## config.mk

```make
export PLATFORM = sky130hd
export DESIGN_NAME = slt_search
export DESIGN_NICKNAME = d
export VERILOG_FILES = /design/src/rtl/slt_search.sv
export SDC_FILE = /design/constraint.sdc
export NUM_CORES = 1
export LEC_CHECK = 0
export CAP_MARGIN = 20
export CORE_ASPECT_RATIO = 1.1
export CORE_MARGIN = 2
export CORE_UTILIZATION = 50
export DETAILED_ROUTE_END_ITERATION = 10
export PLACE_DENSITY = 0.79
export SLEW_MARGIN = 30
export SYNTH_ARGS = -nofsm -noshare
export SYNTH_HDL_FRONTEND = slang
export SYNTH_SLANG_ARGS = --single-unit
```

## constraint.sdc

```tcl
create_clock -name clk -period 2.2 [get_ports clk]
set_input_delay 0.22 -clock clk [delete_from_list [all_inputs] [get_ports clk]]
set_output_delay 0.22 -clock clk [all_outputs]
set_load 0.005 [all_outputs]
```

## src/rtl/slt_search.sv

```systemverilog
// Successive-approximation recovery of a hidden signed value through an external signed less-than comparator.
// Optional build macro SLT_SEARCH_TIMEOUT_EN adds a response watchdog that drives the sticky error flag.
module slt_search #(
  parameter int N       = 32,
  parameter int TIMEOUT = 16
) (
  input  logic                clk,
  input  logic                rst,
  input  logic                start,
  output logic signed [N-1:0] probe,
  output logic                probe_valid,
  input  logic                resp_valid,
  input  logic                lt,
  output logic signed [N-1:0] result,
  output logic                done,
  output logic                busy,
  output logic                error
);

  localparam int              IDX_W    = (N > 1) ? $clog2(N) : 1;
  localparam logic [IDX_W-1:0] IDX_TOP = IDX_W'(N - 1);
  localparam logic [N-1:0]    SIGN_BIT = {1'b1, {(N-1){1'b0}}};

  typedef enum logic [1:0] {IDLE, PROBE, DONE} state_t;

  state_t           state, state_nxt;
  logic [N-1:0]     acc, acc_nxt;
  logic [IDX_W-1:0] idx, idx_nxt;
  logic [N-1:0]     bit_sel;
  logic [N-1:0]     trial;
  logic             load_res;

  // Offset-binary <-> two's complement differ only in the sign bit.
  function automatic logic [N-1:0] flip_sign(input logic [N-1:0] v);
    return v ^ SIGN_BIT;
  endfunction

  assign bit_sel = {{(N-1){1'b0}}, 1'b1} << idx;
  assign trial   = acc | bit_sel;

`ifdef SLT_SEARCH_TIMEOUT_EN
  localparam int               TMO_W    = $clog2(TIMEOUT + 1);
  localparam logic [TMO_W-1:0] TMO_LAST = TMO_W'(TIMEOUT - 1);

  logic [TMO_W-1:0] tmo_cnt;
  logic             tmo_fire;
  logic             err_q;

  // Counts consecutive waiting cycles; fires on the TIMEOUT-th one.
  assign tmo_fire = (state == PROBE) && !resp_valid && (tmo_cnt == TMO_LAST);

  always_ff @(posedge clk) begin
    if (rst) begin
      tmo_cnt <= '0;
      err_q   <= 1'b0;
    end else begin
      if (state != PROBE || resp_valid)
        tmo_cnt <= '0;
      else
        tmo_cnt <= tmo_cnt + 1'b1;
      if (state == IDLE && start)
        err_q <= 1'b0;
      else if (tmo_fire)
        err_q <= 1'b1;
    end
  end

  assign error = err_q;
`else
  assign error = 1'b0;
`endif

  always_comb begin
    state_nxt = state;
    acc_nxt   = acc;
    idx_nxt   = idx;
    load_res  = 1'b0;
    case (state)
      IDLE: begin
        if (start) begin
          state_nxt = PROBE;
          acc_nxt   = '0;
          idx_nxt   = IDX_TOP;
        end
      end
      PROBE: begin
        if (resp_valid) begin
          acc_nxt = lt ? acc : trial;
          if (idx == '0) begin
            state_nxt = DONE;
            load_res  = 1'b1;
          end else begin
            idx_nxt = idx - 1'b1;
          end
        end
`ifdef SLT_SEARCH_TIMEOUT_EN
        else if (tmo_fire) begin
          state_nxt = IDLE;
        end
`endif
      end
      DONE:    state_nxt = IDLE;
      default: state_nxt = IDLE;
    endcase
  end

  always_ff @(posedge clk) begin
    if (rst) begin
      state  <= IDLE;
      acc    <= '0;
      idx    <= IDX_TOP;
      result <= '0;
    end else begin
      state <= state_nxt;
      acc   <= acc_nxt;
      idx   <= idx_nxt;
      if (load_res)
        result <= $signed(flip_sign(acc_nxt));
    end
  end

  assign probe_valid = (state == PROBE);
  assign probe       = probe_valid ? $signed(flip_sign(trial)) : '0;
  assign done        = (state == DONE);
  assign busy        = (state != IDLE);

endmodule

```

==> results of run 1 <==
-- stage by stage --
stage | total power (µW) | hold WS (ns) | cells | area [µm²]
after global routing | 2561 | 0.3499 | 562 | 4561
after CTS | 2499 | 0.3105 | 552 | 4405
after detailed placement | 1466 | 0.4681 | 536 | 4188
after floorplan | 1407 | 0.3251 | 396 | 3311
after global placement | 1462 | 0.4639 | 536 | 4188
final | 2492 | 0.3237 | 562 | 4561
-- power by group --
part | switching [µW] | internal (µW)
Clock | 497 | 553
Combinational | 100 | 52.5
Sequential | 5.92 | 1280
Total | 604 | 1890
-- worst min path at each step --
stage,startpoint,endpoint,slack (ns),depth (start not counted)
after floorplan,resp_valid,state[0],0.33,1
after global placement,result[30],result[30],0.46,2
after detailed placement,result[20],result[20],0.47,2
after CTS,rst,state[1],0.31,4
after global routing,rst,state[1],0.35,4
final,rst,state[1],0.32,4
-- state kept, by name, indices dropped and copies added (netlist names), named ones only --
signal	flops
acc	31
result	32
state	2
idx	5
-- cells in the final DEF, fill, tap and decap left out, types with 2 or more instances in the layout --
master           synthesis  routed
a211oi_1                 5       5
a21oi_1                 64      64
a22o_1                   8       8
a31oi_1                  3       3
a32oi_1                 16      16
and3b_2                  0       3
buf_4                    2      40
buf_6                    0       2
clkbuf_8                 0      10
clkdlybuf4s50_1          0      62
clkinvlp_4               0       3
dfxtp_1                 71      66
dfxtp_4                  0       4
dlymetal6s2s_1           0       8
ha_1                     5       2
ha_4                     0       2
inv_1                   11       9
mux2i_1                  3       3
nand2b_1                 3       3
nand3_1                 28      28
nor2_1                  53      53
nor3_1                   6       5
nor3b_1                  5       4
nor3b_2                  4       4
nor4_1                   4       4
nor4b_4                  1       2
o21ai_0                 25      25
o21ai_1                  4       4
o2bb2ai_2                6       6
or3_1                    3       3
or3b_1                   3       3
or4_1                    2       2
-- cell type report --
type,instances,area [µm²]
clock inverter,5,57.56
timing repair buffer,113,1049
multi-input combinational,269,1729
tap,82,102.6
clock buffer,11,141.4
sequential,71,1438
inverter,11,43.79
fill,500,1956
-- critical path, delay by kind of cell, from the launching register on --
kind	cells	cell delay, ns
buffers and inverters	1	0.57
AO/OA/AOI/OAI	1	0.34
AND/OR/NAND/NOR	1	0.29
flip-flops	1	0.39
-- metal layers --
| metal | global-route usage (%) | up-vias |
|---|---|---|
| met2 | 42.77 | 160 |
| met1 | 34.36 | 1594 |
| met4 | 12.88 | 0 |
| met5 | 0 | - |
| met3 | 5.152 | 25 |
| li1 | - | 1587 |
-- cells by family (layout without fill, tap and decap cells) --
logic type	count (synthesis)	count (layout)	synth area share [%]
other cells	1	1	0.1133
compound gates	135	135	25.85
buf+inv	56	140	7.029
simple gates	125	125	21.28
fa+ha+maj	5	5	1.890
flops	71	71	42.93
mux	3	3	0.9071
-- repair_timing --
item                                    CTS  global route
resized for setup                         9            25
endpoints found under the setup margin   31            32
gates cloned                              0             0
buffers inserted                          0            10
endpoints found under the hold margin     0             0
-- synth_stat cells (3+ instances only) --
| cell | n | area (µm²) |
|---|---|---|
| o2bb2ai_2 | 6 | 90.09 |
| nand3_1 | 28 | 140.1 |
| or3_1 | 3 | 18.77 |
| a22o_1 | 8 | 70.07 |
| a211oi_1 | 5 | 37.54 |
| buf_2 | 12 | 60.06 |
| nor4_1 | 4 | 25.02 |
| nor2_1 | 53 | 198.9 |
| o21ai_1 | 4 | 20.02 |
| a31oi_1 | 3 | 18.77 |
| inv_1 | 11 | 41.29 |
| nor3_1 | 6 | 30.03 |
| dfxtp_1 | 71 | 1421 |
| and3b_1 | 3 | 26.28 |
| ha_1 | 5 | 62.56 |
| mux2i_1 | 3 | 30.03 |
| nor3b_1 | 5 | 37.54 |
| o21ai_0 | 25 | 125.1 |
| nor3b_2 | 4 | 50.05 |
| a32oi_1 | 16 | 140.1 |
| a21oi_1 | 64 | 320.3 |
| or3b_1 | 3 | 26.28 |
| nand2b_1 | 3 | 18.77 |
| clkbuf_1 | 29 | 108.9 |
==> impl_metrics.py, run 1 <==
metrics = {
    "pwr": {
        "power_leakage_uw": 0.001690,
        "ir_drop_mv": 0.4768,
        "p_per_area_mw_per_mm2": 546.4,
    },
    "logic_synthesis": {
        "synth.avg_cell_area_um2": 8.360,
        "synth_edf_count": 0,
        "seq_area_frac_synth_pct": 42.93,
        "synthCells": 396,
        "ys.flop_type": "dfxtp_1",
        "yosys_warnings": 0,
        "yosysUniqueCellTypes": 43,
        "async_flop_share_pct": 0,
        "yosys_register_bits": 71,
        "syn-cell-area_mm2": 0.003311,
        "syn_nets": 406,
    },
    "placed_design": {
        "port_buffers": 71,
        "routabilityCongestion": 0.8352,
        "dp_hpwl_um": 6157,
        "post-place-ws_ns": 0.1379,
    },
    "sta": {
        "hold_viol_final": 0,
        "setup_slack_ns": 0.04659,
        "drv_slew": 0,
        "worst_pin_slew_ns": 0.6913,
        "rsz0062_at_grt": "true",
        "max_freq_mhz": 464.4,
        "fin_tns_setup_ns": 0,
        "min_period_ns": 2.153,
        "slew_headroom_pct": 53.91,
        "finalSetupViolations": 0,
        "fin_skew_ns": 0.005890,
        "finalCritPeriodShare_pct": 97.88,
    },
    "critical_path": {
        "crit_arrival_ns": 1.93,
        "critPathKind": "reg2out",
        "crit_start": "idx[3]",
        "reg2reg_depth": 4,
        "worstPathCellList": "and3_2, a211oi_1, clkdlybuf4s50_1",
        "r2r_end": "idx[1]",
        "r2r_start": "state[1]",
        "required_ns": 1.98,
        "crit_end": "probe[31]",
        "critPathLaunchType": "flop",
        "cpMaxStageDelayCell": "clkdlybuf4s50_1",
        "path_max_fanout": 9,
        "r2r_setup_slack_ns": 0.36,
        "crit_path_max_incr_delay_ns": 0.57,
        "endpoint_kind": "output port",
    },
    "die": {
        "rows": 31,
        "die_h_um": 89.34,
        "core_mm2": 0.006516,
        "die-area_mm2": 0.007289,
        "die_w_um": 81.59,
        "io_pins": 73,
        "start_util_pct": 50.81,
    },
    "detailed_routing": {
        "ant_nets": 0,
        "wl_met2_um": 4650,
        "wl_met3_um": 665,
        "drc": 0,
        "vias": 3366,
        "routed_wl_um": 9634,
        "wl_per_cell_um": 17.14,
        "highest_layer": "met4",
        "viasPerCell": 5.989,
        "wl_met1_um": 4113,
        "drtIter0Drc": 277,
        "first_pass_iters": 6,
    },
    "clock_network": {
        "cts.sinks": 71,
        "clk_pin_slew_ns": 0.07,
        "cts_hold_buf": 0,
        "ctsLongestPathBuffers": 2,
        "cts_tree": "yes",
        "clock_latency_ns": 0.35,
        "root_buffer": "clkbuf_8",
        "htree_levels": 3,
        "numCtsBuffers": 9,
    },
    "cells_and_area": {
        "insertedDiodeCount": 0,
        "area_delta_synth_final_pct": 37.75,
        "utilization_pct": 69.99,
        "fin_nets": 485,
        "drive_above_1_share_pct": 18.54,
    },
    "global_routing": {
        "grt_max_degree": 31,
        "grt_pass1_vias": 2994,
        "grt.overflow.total": 0,
        "antenna_found_initial": 0,
        "grt_pass1_wl_um": 14720,
        "grt.total_usage_pct": 26.62,
    },
    "flow_run": {
        "drv_cap": 0,
    },
    "worst_hold_path": {
        "hp-class": "in2reg",
    },
    "outcome": {
        "status": "finished, final reports clean",
    },
}
No activity file was read; power rests on OpenSTA's default activity.
==> inputs of run 2 (changes only) <==
--- a/config.mk
+++ b/config.mk
@@ -10,6 +10,7 @@
 export CORE_MARGIN = 2
 export CORE_UTILIZATION = 50
 export DETAILED_ROUTE_END_ITERATION = 10
+export GPL_TIMING_DRIVEN = 0
 export PLACE_DENSITY = 0.79
 export SLEW_MARGIN = 30
 export SYNTH_ARGS = -nofsm -noshare
==> run 2 against run 1 <==
Compared with the run above:
- fmax fell by 1.1%
- power rose by 8.0%
- largest power group unchanged
- utilization rose by 1.0 points
- via count rose by 2.0%
- flip-flop and latch count did not move
- die area did not move
- setup slack got worse by 0.025 ns
- combinational power rose by 5%
- routed wire length rose by 6.5%
- hold slack improved by 0.15 ns
- register-to-register slack got worse by 0.15 ns
==> impl_metrics.py, run 2 (synthesized netlist as in run 1, its figures left out) <==
metrics = {
    "pwr": {
        "ir_drop_mv": 0.4080,
        "power_leakage_uw": 0.001722,
        "p_per_area_mw_per_mm2": 581.4,
        "total_power_uw": 2691,
    },
    "sta": {
        "worst_pin_slew_ns": 0.7292,
        "slew_headroom_pct": 51.21,
        "rsz0062_at_grt": "false",
        "fin_skew_ns": 0.008083,
        "drv_slew": 0,
        "hold_viol_final": 0,
        "min_period_ns": 2.178,
        "max_freq_mhz": 459.1,
        "finalCritPeriodShare_pct": 99.01,
        "finalSetupViolations": 0,
    },
    "critical_path": {
        "path_max_fanout": 8,
        "critPathLaunchType": "flop",
        "required_ns": 1.98,
        "r2r_end": "result[3]",
        "reg2reg_depth": 8,
        "endpoint_kind": "output port",
        "r2r_setup_slack_ns": 0.21,
        "crit_arrival_ns": 1.96,
        "critPathKind": "reg2out",
        "crit_start": "idx[2]",
        "r2r_start": "idx[1]",
    },
    "global_routing": {
        "grt.total_usage_pct": 28.48,
        "grt_pass1_vias": 3183,
        "grt.overflow.total": 0,
        "grt_pass1_wl_um": 15840,
        "grt_max_degree": 13,
        "antenna_found_initial": 0,
    },
    "placed_design": {
        "routabilityCongestion": 0.8872,
        "dp_hpwl_um": 6825,
        "port_buffers": 71,
        "placed_area_mm2": 0.004124,
    },
    "detailed_routing": {
        "viasPerCell": 6.056,
        "ant_nets": 0,
        "drtIter0Drc": 253,
        "routed_wl_um": 10260,
        "wl_per_cell_um": 18.10,
        "vias": 3434,
        "first_pass_iters": 5,
        "drc": 0,
    },
    "worst_hold_path": {
        "min_from": "result[24]",
        "hold_path_end": "result[24]",
        "whs_path_depth": 2,
        "hp-class": "reg2reg",
    },
    "outcome": {
        "status": "finished, final reports clean",
    },
    "cells_and_area": {
        "area_delta_synth_final_pct": 39.80,
        "final_cell_area_mm2": 0.004628,
        "drive_above_1_share_pct": 16.08,
        "largest_register": "result",
        "reg.largest.list": "result: 32 flops, acc: 31 flops, idx: 5 flops",
        "insertedDiodeCount": 0,
        "multi_input_area_mm2": 0.001758,
        "regArea_mm2": 0.001438,
        "final_cell_mix": "66 x dfxtp_1, 64 x a21oi_1, 62 x clkdlybuf4s50_1",
        "fillCellCount": 516,
        "largest_register_ff_count": 32,
        "final_common_cell": "dfxtp_1",
        "fin_nets": 490,
    },
    "clock_network": {
        "root_buffer": "clkbuf_8",
        "cts_hold_buf": 0,
        "htree_levels": 3,
        "clock_latency_ns": 0.35,
        "clk_pin_slew_ns": 0.08,
        "cts.sinks": 71,
        "cts_tree": "yes",
        "numCtsBuffers": 9,
        "ctsLongestPathBuffers": 2,
    },
    "die": {
        "io_pins": 73,
        "start_util_pct": 50.81,
        "rows": 31,
        "core_mm2": 0.006516,
        "die-area_mm2": 0.007289,
        "die_w_um": 81.59,
        "die_h_um": 89.34,
    },
    "flow_run": {
        "drv_cap": 0,
    },
}
-- run 2: cell types whose count changed in the layout (fill, tap and decap cells not counted), sizes merged --
cell	change
bufinv	+1
clkbuf	+18
buf	-13
clkinvlp	-2
dlymetal6s2s	+1
-- run 2: critical path, cell delays in order, from the launching register on --
cell and delay, ns:
dfxtp_4 0.37, buf_4 0.14, and3_2 0.26, a211oi_2 0.29, clkdlybuf4s50_1 0.55
-- run 2: repair_timing --
action | in CTS | in global routing
cloned | 0 | 0
gates resized for setup | 43 | 30
pin swaps | 1 | 1
buffers inserted | 4 | 8
endpoints found under the setup margin | 34 | 62
-- run 2: cell type report --
class	count	area share, %
multi-input combinational	269	37.98
sequential	71	31.06
timing repair buffer	83	17.95
buffer	35	4.623
clock buffer	12	3.569
tap	82	2.217
clock inverter	4	1.649
inverter	11	0.9462
-- run 2: per-stage QoR --
step	setup TNS (ns)	std cells	worst slack (ns)	utilization (%)	hold slack (ns)
final	0	567	0.02179	71.03	0.4747
after global routing	0	567	0.001562	71.03	0.4959
after CTS	-0.003191	561	-0.003191	69.11	0.4761
after detailed placement	-4.241	549	-0.3238	63.29	0.4657
after global placement	-3.429	549	-0.2713	63.29	0.4637
after floorplan	0	396	0.4816	-	0.3251
-- run 2: power by group --
| group | total [µW] | switching (µW) | leakage (µW) | internal, µW |
|---|---|---|---|---|
| Combinational | 160 | 108 | 0.00103 | 52.4 |
| Sequential | 1290 | 6.05 | 0.000571 | 1280 |
| Clock | 1240 | 508 | 0.000119 | 734 |
-- run 2: worst max path at each step --
stage          slack, ns   endpoint  depth (start not counted)
2_1_floorplan       0.48  result[3]                          8
3_3_place_gp       -0.27  probe[22]                          7
3_5_place_dp       -0.32  probe[30]                          7
4_1_cts           -0.003  probe[29]                          6
5_1_grt            0.002  probe[23]                          6
6_report            0.02  probe[31]                          4
-- run 2: per-layer routing --
layer	up-vias	track usage, %	wire (µm)
met2	162	49.03	5060
met5	-	0	0
li1	1597	-	-
met3	20	4.444	682
met1	1655	36.90	4386
met4	0	8.485	134
